File: src/rtl/memory_port_arbiter.sv
// rtl/memory_port_arbiter.sv - fetch/data arbiter for the single main-memory port with wait states
// Optional round-robin arbitration under ARB_ROUND_ROBIN_EN; fixed data-over-fetch priority otherwise.
module memory_port_arbiter #(
    parameter int WAIT_STATES = 0
) (
    input  logic        clk,
    input  logic        rst,
    input  logic        if_req,
    input  logic [31:0] if_addr,
    output logic        if_gnt,
    output logic        if_valid,
    output logic [31:0] if_rdata,
    input  logic        d_req,
    input  logic        d_we,
    input  logic [31:0] d_addr,
    input  logic [31:0] d_wdata,
    input  logic [2:0]  d_size,
    output logic        d_gnt,
    output logic        d_valid,
    output logic        d_err,
    output logic [31:0] d_rdata,
    output logic [31:0] mem_read_address,
    input  logic [31:0] mem_read_data,
    output logic [31:0] mem_write_address,
    output logic [31:0] mem_write_data,
    output logic        mem_write_enable,
    output logic [2:0]  mem_size_and_sign,
    output logic        busy
);

    localparam logic [1:0] S_IDLE   = 2'd0;
    localparam logic [1:0] S_WAIT   = 2'd1;
    localparam logic [1:0] S_ACCESS = 2'd2;

    localparam logic [3:0] LP_CNT_INIT = (WAIT_STATES > 0) ? 4'(WAIT_STATES - 1) : 4'd0;

    logic [1:0]  r_state;
    logic [3:0]  r_cnt;
    logic [31:0] r_addr;
    logic [31:0] r_wdata;
    logic [2:0]  r_size;
    logic        r_we;
    logic        r_is_data;
    logic        r_if_valid;
    logic [31:0] r_if_rdata;
    logic        r_d_valid;
    logic        r_d_err;
    logic [31:0] r_d_rdata;

    logic w_grant_ok;
    logic w_sel_d;
    logic w_sel_if;
    logic w_any_gnt;
    logic w_misaligned;

    // Grants are gated by reset so every output reads 0 while rst is low.
    assign w_grant_ok = rst && (r_state == S_IDLE);

`ifdef ARB_ROUND_ROBIN_EN
    logic r_last_data;

    assign w_sel_d = d_req && (!if_req || !r_last_data);

    always_ff @(posedge clk or negedge rst) begin
        if (!rst) begin
            r_last_data <= 1'b1;
        end else if (w_any_gnt) begin
            r_last_data <= d_gnt;
        end
    end
`else
    assign w_sel_d = d_req;
`endif

    assign w_sel_if  = if_req && !w_sel_d;
    assign d_gnt     = w_grant_ok && w_sel_d;
    assign if_gnt    = w_grant_ok && w_sel_if;
    assign w_any_gnt = d_gnt || if_gnt;

    assign w_misaligned = ((d_size[1:0] == 2'b10) && (d_addr[1:0] != 2'b00)) ||
                          ((d_size[1:0] == 2'b01) && d_addr[0]);

    always_ff @(posedge clk or negedge rst) begin
        if (!rst) begin
            r_state    <= S_IDLE;
            r_cnt      <= 4'd0;
            r_addr     <= 32'd0;
            r_wdata    <= 32'd0;
            r_size     <= 3'd0;
            r_we       <= 1'b0;
            r_is_data  <= 1'b0;
            r_if_valid <= 1'b0;
            r_if_rdata <= 32'd0;
            r_d_valid  <= 1'b0;
            r_d_err    <= 1'b0;
            r_d_rdata  <= 32'd0;
        end else begin
            r_if_valid <= 1'b0;
            r_d_valid  <= 1'b0;
            r_d_err    <= 1'b0;
            case (r_state)
                S_IDLE: begin
                    if (w_any_gnt) begin
                        r_addr    <= d_gnt ? d_addr : if_addr;
                        r_wdata   <= d_gnt ? d_wdata : 32'd0;
                        r_size    <= d_gnt ? d_size : 3'b010;
                        r_we      <= d_gnt && d_we && !w_misaligned;
                        r_is_data <= d_gnt;
                        // A misaligned data access is answered directly from IDLE.
                        if (d_gnt && w_misaligned) begin
                            r_d_valid <= 1'b1;
                            r_d_err   <= 1'b1;
                        end else if (WAIT_STATES > 0) begin
                            r_state <= S_WAIT;
                            r_cnt   <= LP_CNT_INIT;
                        end else begin
                            r_state <= S_ACCESS;
                        end
                    end
                end
                S_WAIT: begin
                    if (r_cnt == 4'd0) begin
                        r_state <= S_ACCESS;
                    end else begin
                        r_cnt <= r_cnt - 4'd1;
                    end
                end
                S_ACCESS: begin
                    r_state <= S_IDLE;
                    if (r_is_data) begin
                        r_d_valid <= 1'b1;
                        if (!r_we) begin
                            r_d_rdata <= mem_read_data;
                        end
                    end else begin
                        r_if_valid <= 1'b1;
                        r_if_rdata <= mem_read_data;
                    end
                end
                default: r_state <= S_IDLE;
            endcase
        end
    end

    // Address, data and size always show the latched request so memory never sees glitches.
    assign mem_read_address  = r_addr;
    assign mem_write_address = r_addr;
    assign mem_write_data    = r_wdata;
    assign mem_size_and_sign = r_size;
    assign mem_write_enable  = (r_state == S_ACCESS) && r_we;

    assign busy     = (r_state != S_IDLE);
    assign if_valid = r_if_valid;
    assign if_rdata = r_if_rdata;
    assign d_valid  = r_d_valid;
    assign d_err    = r_d_err;
    assign d_rdata  = r_d_rdata;

endmodule

File: config.mk
export PLATFORM = sky130hd
export DESIGN_NAME = memory_port_arbiter
export DESIGN_NICKNAME = d
export VERILOG_FILES = /design/src/rtl/memory_port_arbiter.sv
export SDC_FILE = /design/constraint.sdc
export NUM_CORES = 1
export LEC_CHECK = 0
export CORE_MARGIN = 3
export CORE_UTILIZATION = 30
export DETAILED_ROUTE_END_ITERATION = 7
export SYNTH_ARGS = -nofsm -noshare
export SYNTH_HDL_FRONTEND = slang
export SYNTH_SLANG_ARGS = --single-unit
export TNS_END_PERCENT = 1
File: constraint.sdc
create_clock -name clk -period 1.76 [get_ports clk]
set_input_delay 0.352 -clock clk [delete_from_list [all_inputs] [get_ports clk]]
set_output_delay 0.352 -clock clk [all_outputs]
set_load 0.02 [all_outputs]
==> results of run 1 <==
[per-stage QoR]
stage / hold WS (ns) / total power, mW / setup TNS (ns) / instances / area [um^2]
finish: 0.0442 / 13.3 / 0 / 943 / 9480
global route: 0.0752 / 13.9 / -0.000133 / 943 / 9480
CTS: 0.0716 / 13.6 / 0 / 943 / 9310
detailed placement: 0.234 / 10.2 / -16.57 / 910 / 8820
global placement: 0.226 / 10.1 / -14.13 / 910 / 8820
floorplan: 0.0564 / 7.44 / 0 / 421 / 5720
[Yosys cell counts (all sizes together)]
library cell	number
a21oi	33
clkbuf	7
nor2	2
o21ai	3
or2	2
o22ai	62
mux2	64
a32o	1
inv	3
nand2	3
buf	57
a22oi	1
xor2	1
and3	1
a31oi	1
nand3b	2
nor2b	3
nand2b	1
dfrtp	137
a22o	34
and3b	1
a211oi	1
and2	1
[area by class of cell]
class                      count  area [um^2]
fill                        1592         8850
timing repair buffer         325         3300
tap                          229          287
multi-input combinational    217         1850
clock inverter                13          155
clock buffer                  19          453
sequential                   137         3430
inverter                       3         11.3
[state kept, by name (all words and copies together) (netlist names), 3 cells and up]
name / flops
if_rdata: 32
mem_size_and_sign: 3
d_rdata: 32
mem_read_address: 32
mem_write_data: 32
[power by group through the flow]
| stage | Sequential, mW | Clock (mW) | Combinational [mW] |
|---|---|---|---|
| after floorplan | 5.75 | 0 | 1.68 |
| after global placement | 4.66 | 0 | 5.42 |
| after detailed placement | 4.71 | 0 | 5.47 |
| after CTS | 4.65 | 3.74 | 5.17 |
| after global routing | 4.75 | 3.89 | 5.29 |
| final | 4.61 | 3.65 | 5.01 |
[final timing paths]
kind	endpoint	slack, ns	cells after the start
worst max register to register	mem_write_data[17]$_DFFE_PN0P_	0.17	5
worst max-delay path	mem_write_data[11]	0.04	1
min in group clk	mem_write_data[23]$_DFFE_PN0P_	0.49	1
max in group asynchronous	d_rdata[13]$_DFFE_PN0P_	0.67	3
worst min-delay path	mem_read_address[31]$_DFFE_PN0P_	0.04	2
worst min register to register	mem_write_data[23]$_DFFE_PN0P_	0.49	1
[per-layer routing]
layer / global-route usage / routed length, um
met1: 0.206 / 7270
met3: 0.0569 / 1730
met2: 0.289 / 8950
met4: 0.0580 / 411
met5: 0 / 20
[what timing repair did]
item | 4_1_cts | 5_1_grt
hold buffers | 1 | 0
endpoints found under the setup margin | 95 | 78
pin swaps | 0 | 0
endpoints found under the hold margin | 1 | 0
resized for setup | 103 | 69
buffers inserted | 0 | 0
[cell families after synthesis]
| logic type | synth area share |
|---|---|
| buffers and inverters | 0.0794 |
| AND/OR/NAND/NOR | 0.0162 |
| AO/OA/AOI/OAI | 0.158 |
| multiplexers | 0.146 |
| flip-flops | 0.600 |
| XOR/XNOR | 0.00153 |
==> impl_metrics.json, run 1 <==
{
  "antenna_found_initial": 1,
  "drive_gt1_frac": 0.174,
  "grt_usage": 0.171,
  "gr-total-overflow": 0,
  "net-switching-power_mw": 4.49,
  "wl_per_cell_um": 19.5,
  "period_minus_slack_ns": 1.72,
  "die_width_um": 144,
  "vdd_drop_max_mv": 0.566,
  "power_frac_seq": 0.347,
  "final_hold_viol_count": 0,
  "num_rows": 49,
  "cts_buffers": 17,
  "grt_pass1_wl_um": 27800,
  "htreeDepth": 4,
  "layout_setup_ws_ns": 0.0441,
  "first_pass_iters": 4,
  "max_freq_mhz": 583,
  "pwr-share-clk": 0.275,
  "yosysTopAreaCellShare": 0.600,
  "syn_inst": 421,
  "io_pins": 306,
  "fin_util": 0.517,
  "cts_root_buffer": "clkbuf_16",
  "crit_type": "reg2out",
  "grt_pass1_vias": 4957,
  "final_cell_mix": "clkdlybuf4s50_1, dfrtp_1, dlygate4sd2_1, dlymetal6s2s_1, o22ai_1",
  "cts_max_path_buffers": 2,
  "final_common_cell": "clkdlybuf4s50_1",
  "port_buffers": 305,
  "vias": 4658,
  "grt_max_degree": 50,
  "cts.sinks": 137,
  "die_y_um": 144,
  "max_cap_violations": 0,
  "end_kind": "primary output",
  "p_sw_frac": 0.338,
  "vias_per_cell": 4.94,
  "crit_required_ns": 1.41,
  "dp_hpwl_um": 13300,
  "finalWeightedCongestion": 0.788,
  "synthesis.area_um2": 5720,
  "ant_nets": 0,
  "status": "completed",
  "critPathMaxFanout": 2,
  "ys_seq_elements": 137,
  "p_int_mw": 8.79,
  "cp_cell_sequence": "clkdlybuf4s50_1",
  "synth_largest_area_cell": "dfrtp_1",
  "worstReg2RegStart": "r_state[1]$_DFFE_PN0P_",
  "cp.buffers_inverters": 1,
  "cp_slowest_cell": "clkdlybuf4s50_1",
  "initialDrtViolationCount": 154,
  "initial_core_util": 0.312,
  "startpoint": "mem_write_data[11]$_DFFE_PN0P_",
  "synth_warnings": 0,
  "ys_seq_area_frac": 0.600,
  "setup_viol": 0,
  "clk_latency_ns": 0.41,
  "wirelength_um": 18400,
  "synth_cell_type_count": 29,
  "pre_cts_ws_ns": -0.340,
  "arrival_ns": 1.36,
  "hold_class": "in2async",
  "cts_tree": "yes",
  "slew_violations": 0,
  "p_per_area_nw_per_um2": 1400,
  "layout_worst_path_cycle_share": 0.975,
  "avgSynthCellArea_um2": 13.6,
  "pwr-share-comb": 0.378,
  "antennaDiodeCount": 0,
  "nets": 837,
  "slew_headroom": 0.586,
  "startpoint_type": "register",
  "power.leakage_nw": 4.85,
  "cp_slowest_stage_delay_ns": 0.61,
  "path_delay_family": "buffers and inverters",
  "dieArea_um2": 20800,
  "area_delta_synth_final_pct": 65.8,
  "skew_ns": 0.00828,
  "core_um2": 18300,
  "yosys-top-cells-area": "dfrtp_1, mux2_4, o22ai_1",
  "drc": 0,
  "path_clk_slew_ns": 0.06,
  "tightest_slew_ns": 0.622,
  "syn-num-nets": 557
}
(Power assumes the default switching activity.)
==> run 2: changes to the inputs <==
Settings changed: PLACE_DENSITY set to 0.67, RECOVER_POWER set to 25.
Clock period 1.76 ns to 1.5 ns, I/O delays scaled along.
==> impl_metrics.json, run 2 (synthesized netlist as in run 1, its figures left out) <==
{
  "htreeDepth": 4,
  "slew_violations": 0,
  "crit_type": "reg2out",
  "end_kind": "primary output",
  "cp_slowest_stage_delay_ns": 0.40,
  "first_pass_iters": 4,
  "port_buffers": 305,
  "rsz0062_at_grt": "yes",
  "worstReg2RegStart": "r_state[1]$_DFFE_PN0P_",
  "hold_class": "in2async",
  "area_delta_synth_final_pct": 62.7,
  "ant_nets": 0,
  "cts_root_buffer": "clkbuf_16",
  "setup_viol": 56,
  "final_hold_viol_count": 0,
  "vias_per_cell": 4.97,
  "pwr-share-clk": 0.274,
  "wl_per_cell_um": 19.3,
  "dp_hpwl_um": 13300,
  "period_minus_slack_ns": 1.68,
  "initialDrtViolationCount": 166,
  "cpMostUsedCell": "buf_6",
  "die_width_um": 144,
  "dieArea_um2": 20800,
  "arrival_ns": 1.38,
  "cts_buffers": 17,
  "max_cap_violations": 0,
  "startpoint_type": "register",
  "p_per_area_nw_per_um2": 1630,
  "total_power_mw": 15.2,
  "path_clk_slew_ns": 0.06,
  "max_freq_mhz": 594,
  "clk_latency_ns": 0.42,
  "cp_cell_sequence": "buf_6 -> nand3b_1 -> inv_4 -> buf_6",
  "dp.cells": 914,
  "final_cell_mix": "dfrtp_1, clkdlybuf4s50_1, dlygate4sd2_1, o22ai_1",
  "critPathMaxFanout": 3,
  "cts_tree": "yes",
  "cp_slowest_cell": "dfrtp_1",
  "vias": 4725,
  "power.leakage_nw": 4.30,
  "crit_required_ns": 1.20,
  "cts.sinks": 137,
  "skew_ns": 0.00678,
  "num_rows": 49,
  "cts_max_path_buffers": 2,
  "antennaDiodeCount": 0,
  "pwr-share-comb": 0.366,
  "grt_usage": 0.175,
  "initial_core_util": 0.312,
  "net-switching-power_mw": 5.24,
  "stdcell_area_um2": 9300,
  "drc": 0,
  "power_frac_seq": 0.360,
  "status": "complete, but fails checks",
  "gr-total-overflow": 0,
  "finalWeightedCongestion": 0.812,
  "wirelength_um": 18400,
  "violations": "setup timing",
  "slew_headroom": 0.231,
  "layout_worst_path_cycle_share": 1.12,
  "die_y_um": 144,
  "tightest_slew_ns": 1.15,
  "hold_slack_ns": 0.274,
  "grt_pass1_vias": 4914,
  "drive_gt1_frac": 0.245,
  "final_common_cell": "dfrtp_1",
  "placed_cell_area_um2": 8900,
  "antenna_found_initial": 0,
  "p_sw_frac": 0.346,
  "vdd_drop_max_mv": 0.707,
  "startpoint": "r_state[1]$_DFFE_PN0P_",
  "layout_setup_ws_ns": -0.183,
  "nets": 845,
  "fin_util": 0.507,
  "core_um2": 18300,
  "grt_pass1_wl_um": 27800,
  "io_pins": 306,
  "grt_max_degree": 123,
  "finalNonFillerCells": 951,
  "p_int_mw": 9.91
}
## run 2: changes by cell type in the layout (fill, tap and decap cells not counted), sizes merged, moves of 2 or more
| cell | delta |
|---|---|
| buf | +7 |
| clkinv | +2 |
| clkdlybuf4s50 | -8 |
| clkbuf | +30 |
| dlygate4sd2 | +15 |
| clkdlybuf4s15 | +31 |
| dlymetal6s2s | -67 |
| inv | -3 |
## run 2: critical path, delay by kind of cell, from the launching register on
family | cells | cell delay [ns]
flip-flops | 1 | 0.40
buffers and inverters | 3 | 0.36
AND/OR/NAND/NOR | 1 | 0.21
## run 2: power by group through the flow
stage,Combinational (mW),Sequential [mW],Clock (mW)
detailed placement,6.45,5.54,0
global route,5.89,5.59,4.43
CTS,5.65,5.45,4.26
floorplan,1.98,6.75,0
global placement,6.38,5.48,0
finish,5.55,5.46,4.15
## run 2: per-layer routing
metal	wire length, um	GRT usage
met5	0	0
met4	395	0.0738
met3	1350	0.0496
met2	9590	0.301
met1	7060	0.206
## run 2: layout make-up
| type | instances | area [um^2] |
|---|---|---|
| flip-flops and latches | 137 | 3430 |
| clock inverters | 13 | 141 |
| fillers | 1634 | 9030 |
| inverters | 3 | 13.8 |
| well taps | 229 | 287 |
| multi-input cells | 217 | 1870 |
| repair buffers | 333 | 3120 |
| clock buffers | 19 | 443 |
## run 2: stage by stage
step                TNS (ns)  setup WS, ns
floorplan                  0        0.0168
global placement      -24.07        -0.408
detailed placement    -27.08        -0.478
CTS                   -0.628        -0.219
global route           -7.81        -0.251
finish                 -3.24        -0.183
## run 2: worst paths after layout
check / end / cells past startpoint / slack (ns)
min in group clk: mem_read_address[31]$_DFFE_PN0P_ / 5 / 0.37
min reg2reg: mem_write_data[22]$_DFFE_PN0P_ / 1 / 0.49
min: mem_read_address[21]$_DFFE_PN0P_ / 3 / 0.27
max in group asynchronous: mem_read_address[3]$_DFFE_PN0P_ / 3 / 0.32
max: d_gnt / 4 / -0.18
max reg2reg: mem_read_address[4]$_DFFE_PN0P_ / 8 / -0.12
## run 2: timing repair
item | CTS | global route
setup endpoints to repair | 238 | 116
gates resized for setup | 222 | 75
hold endpoints to repair | 15 | 0
hold buffers | 1 | 0
setup buffers | 2 | 2
==> run 3: changes to the inputs <==
Settings changed: SKIP_LAST_GASP set to 1.
==> impl_metrics.json, run 3 (synthesized netlist as in run 1, its figures left out) <==
{
  "max_cap_violations": 0,
  "cts_root_buffer": "clkbuf_16",
  "dieArea_um2": 20800,
  "dp_hpwl_um": 13300,
  "placed_cell_area_um2": 8900,
  "skew_ns": 0.00606,
  "cts_tree": "yes",
  "path_clk_slew_ns": 0.06,
  "p_per_area_nw_per_um2": 1680,
  "arrival_ns": 1.46,
  "area_delta_synth_final_pct": 65.3,
  "finalWeightedCongestion": 0.812,
  "final_hold_viol_count": 0,
  "core_um2": 18300,
  "cts_max_path_buffers": 2,
  "first_pass_iters": 4,
  "r2r_cells": 7,
  "grt_pass1_wl_um": 27700,
  "io_pins": 306,
  "hold_class": "in2async",
  "pre_cts_ws_ns": -0.478,
  "path_depth": 1,
  "crit_type": "reg2out",
  "status": "complete, but fails checks",
  "layout_worst_path_cycle_share": 1.18,
  "rsz0062_at_grt": "yes",
  "period_minus_slack_ns": 1.76,
  "gr-total-overflow": 0,
  "end_kind": "primary output",
  "crit_required_ns": 1.20,
  "slew_violations": 0,
  "wirelength_um": 18300,
  "slew_headroom": 0.214,
  "met1_usage": 0.208,
  "cts.sinks": 137,
  "grtUsageMet3": 0.0479,
  "drc": 0,
  "tightest_slew_ns": 1.18,
  "stdcell_area_um2": 9450,
  "max_freq_mhz": 567,
  "cp_cell_sequence": "clkdlybuf4s50_1",
  "busiest_layer": "met2",
  "dp.cells": 914,
  "vias": 4653,
  "grt_pass1_vias": 4905,
  "nets": 843,
  "htreeDepth": 4,
  "port_buffers": 305,
  "startpoint_type": "register",
  "layout_setup_ws_ns": -0.263,
  "ant_nets": 0,
  "hold_slack_ns": 0.409,
  "initialDrtViolationCount": 172,
  "power.leakage_nw": 4.07,
  "fin_tns_setup_ns": -28.64,
  "total_power_mw": 15.9,
  "num_rows": 49,
  "die_width_um": 144,
  "vias_per_cell": 4.90,
  "clk_latency_ns": 0.42,
  "critPathMaxFanout": 4,
  "finalNonFillerCells": 949,
  "fin_util": 0.516,
  "path_delay_family": "buffers and inverters",
  "wl_per_cell_um": 19.3,
  "cts_buffers": 17,
  "die_y_um": 144,
  "vdd_drop_max_mv": 0.709,
  "setup_viol": 233,
  "final_common_cell": "clkdlybuf4s50_1",
  "grt_usage": 0.175,
  "antennaDiodeCount": 0,
  "antenna_found_initial": 0,
  "cp_slowest_stage_delay_ns": 0.63,
  "initial_core_util": 0.312,
  "drive_gt1_frac": 0.176,
  "grt_max_degree": 123,
  "final_cell_mix": "clkdlybuf4s50_1, dfrtp_1, o22ai_1, a22o_1, mux2_2",
  "cp_slowest_cell": "clkdlybuf4s50_1",
  "cp.buffers_inverters": 1,
  "met2_usage": 0.302,
  "violations": "setup timing"
}
==> run 3: cell types whose count changed in the layout (fill, tap and decap cells not counted), moves of 3 or more <==
cell | previous run | this run
clkdlybuf4s15_2 | 12 | 0
clkdlybuf4s15_1 | 19 | 0
clkbuf_2 | 29 | 1
dlygate4sd2_1 | 107 | 32
buf_6 | 9 | 3
buf_4 | 13 | 16
clkdlybuf4s50_1 | 134 | 268
==> run 3: what timing repair did <==
item | in CTS | in global routing
pin swaps | 0 | 0
gates cloned | 0 | 0
resized for setup | 42 | 2
hold buffers | 1 | 0
hold endpoints to repair | 15 | 0
setup buffers | 2 | 0
endpoints found under the setup margin | 238 | 270
==> run 3: layer usage <==
layer,vias up,wire [um]
li1,2120,-
met1,2261,7060
met3,20,1410
met4,0,319
met2,252,9500
met5,-,0
==> run 3: report_power, final <==
part | internal (mW) | switching [mW] | total (mW)
logic | 3.37 | 2.90 | 6.27
registers | 4.76 | 0.717 | 5.48
clock network | 2.50 | 1.65 | 4.15
total | 10.6 | 5.27 | 15.9
==> run 3: area by class of cell <==
class / instances / area, um^2
flip-flops and latches: 137 / 3430
clock inverters: 13 / 141
clock buffers: 19 / 443
inverters: 3 / 13.8
repair buffers: 331 / 3290
well taps: 229 / 287
multi-input cells: 217 / 1850
fillers: 1581 / 8880
==> run 3: worst register-to-register path, delay by kind of cell (launching register included) <==
family                 cells  cell delay (ns)
buffers and inverters      4             0.61
AND/OR/NAND/NOR            1             0.22
flip-flops                 1             0.40
AO/OA/AOI/OAI              2             0.20
==> run 3: worst paths after layout <==
check	from	endpoint	slack [ns]
worst min-delay path	rst	mem_read_address[21]$_DFFE_PN0P_	0.41
worst min register to register	mem_write_data[31]$_DFFE_PN0P_	mem_write_data[31]$_DFFE_PN0P_	0.50
worst max-delay path	mem_read_address[14]$_DFFE_PN0P_	mem_write_address[14]	-0.26
min in group clk	rst	mem_read_address[31]$_DFFE_PN0P_	0.42
max in group asynchronous	rst	mem_size_and_sign[1]$_DFFE_PN0P_	0.23
worst max register to register	r_state[1]$_DFFE_PN0P_	mem_read_address[4]$_DFFE_PN0P_	-0.06
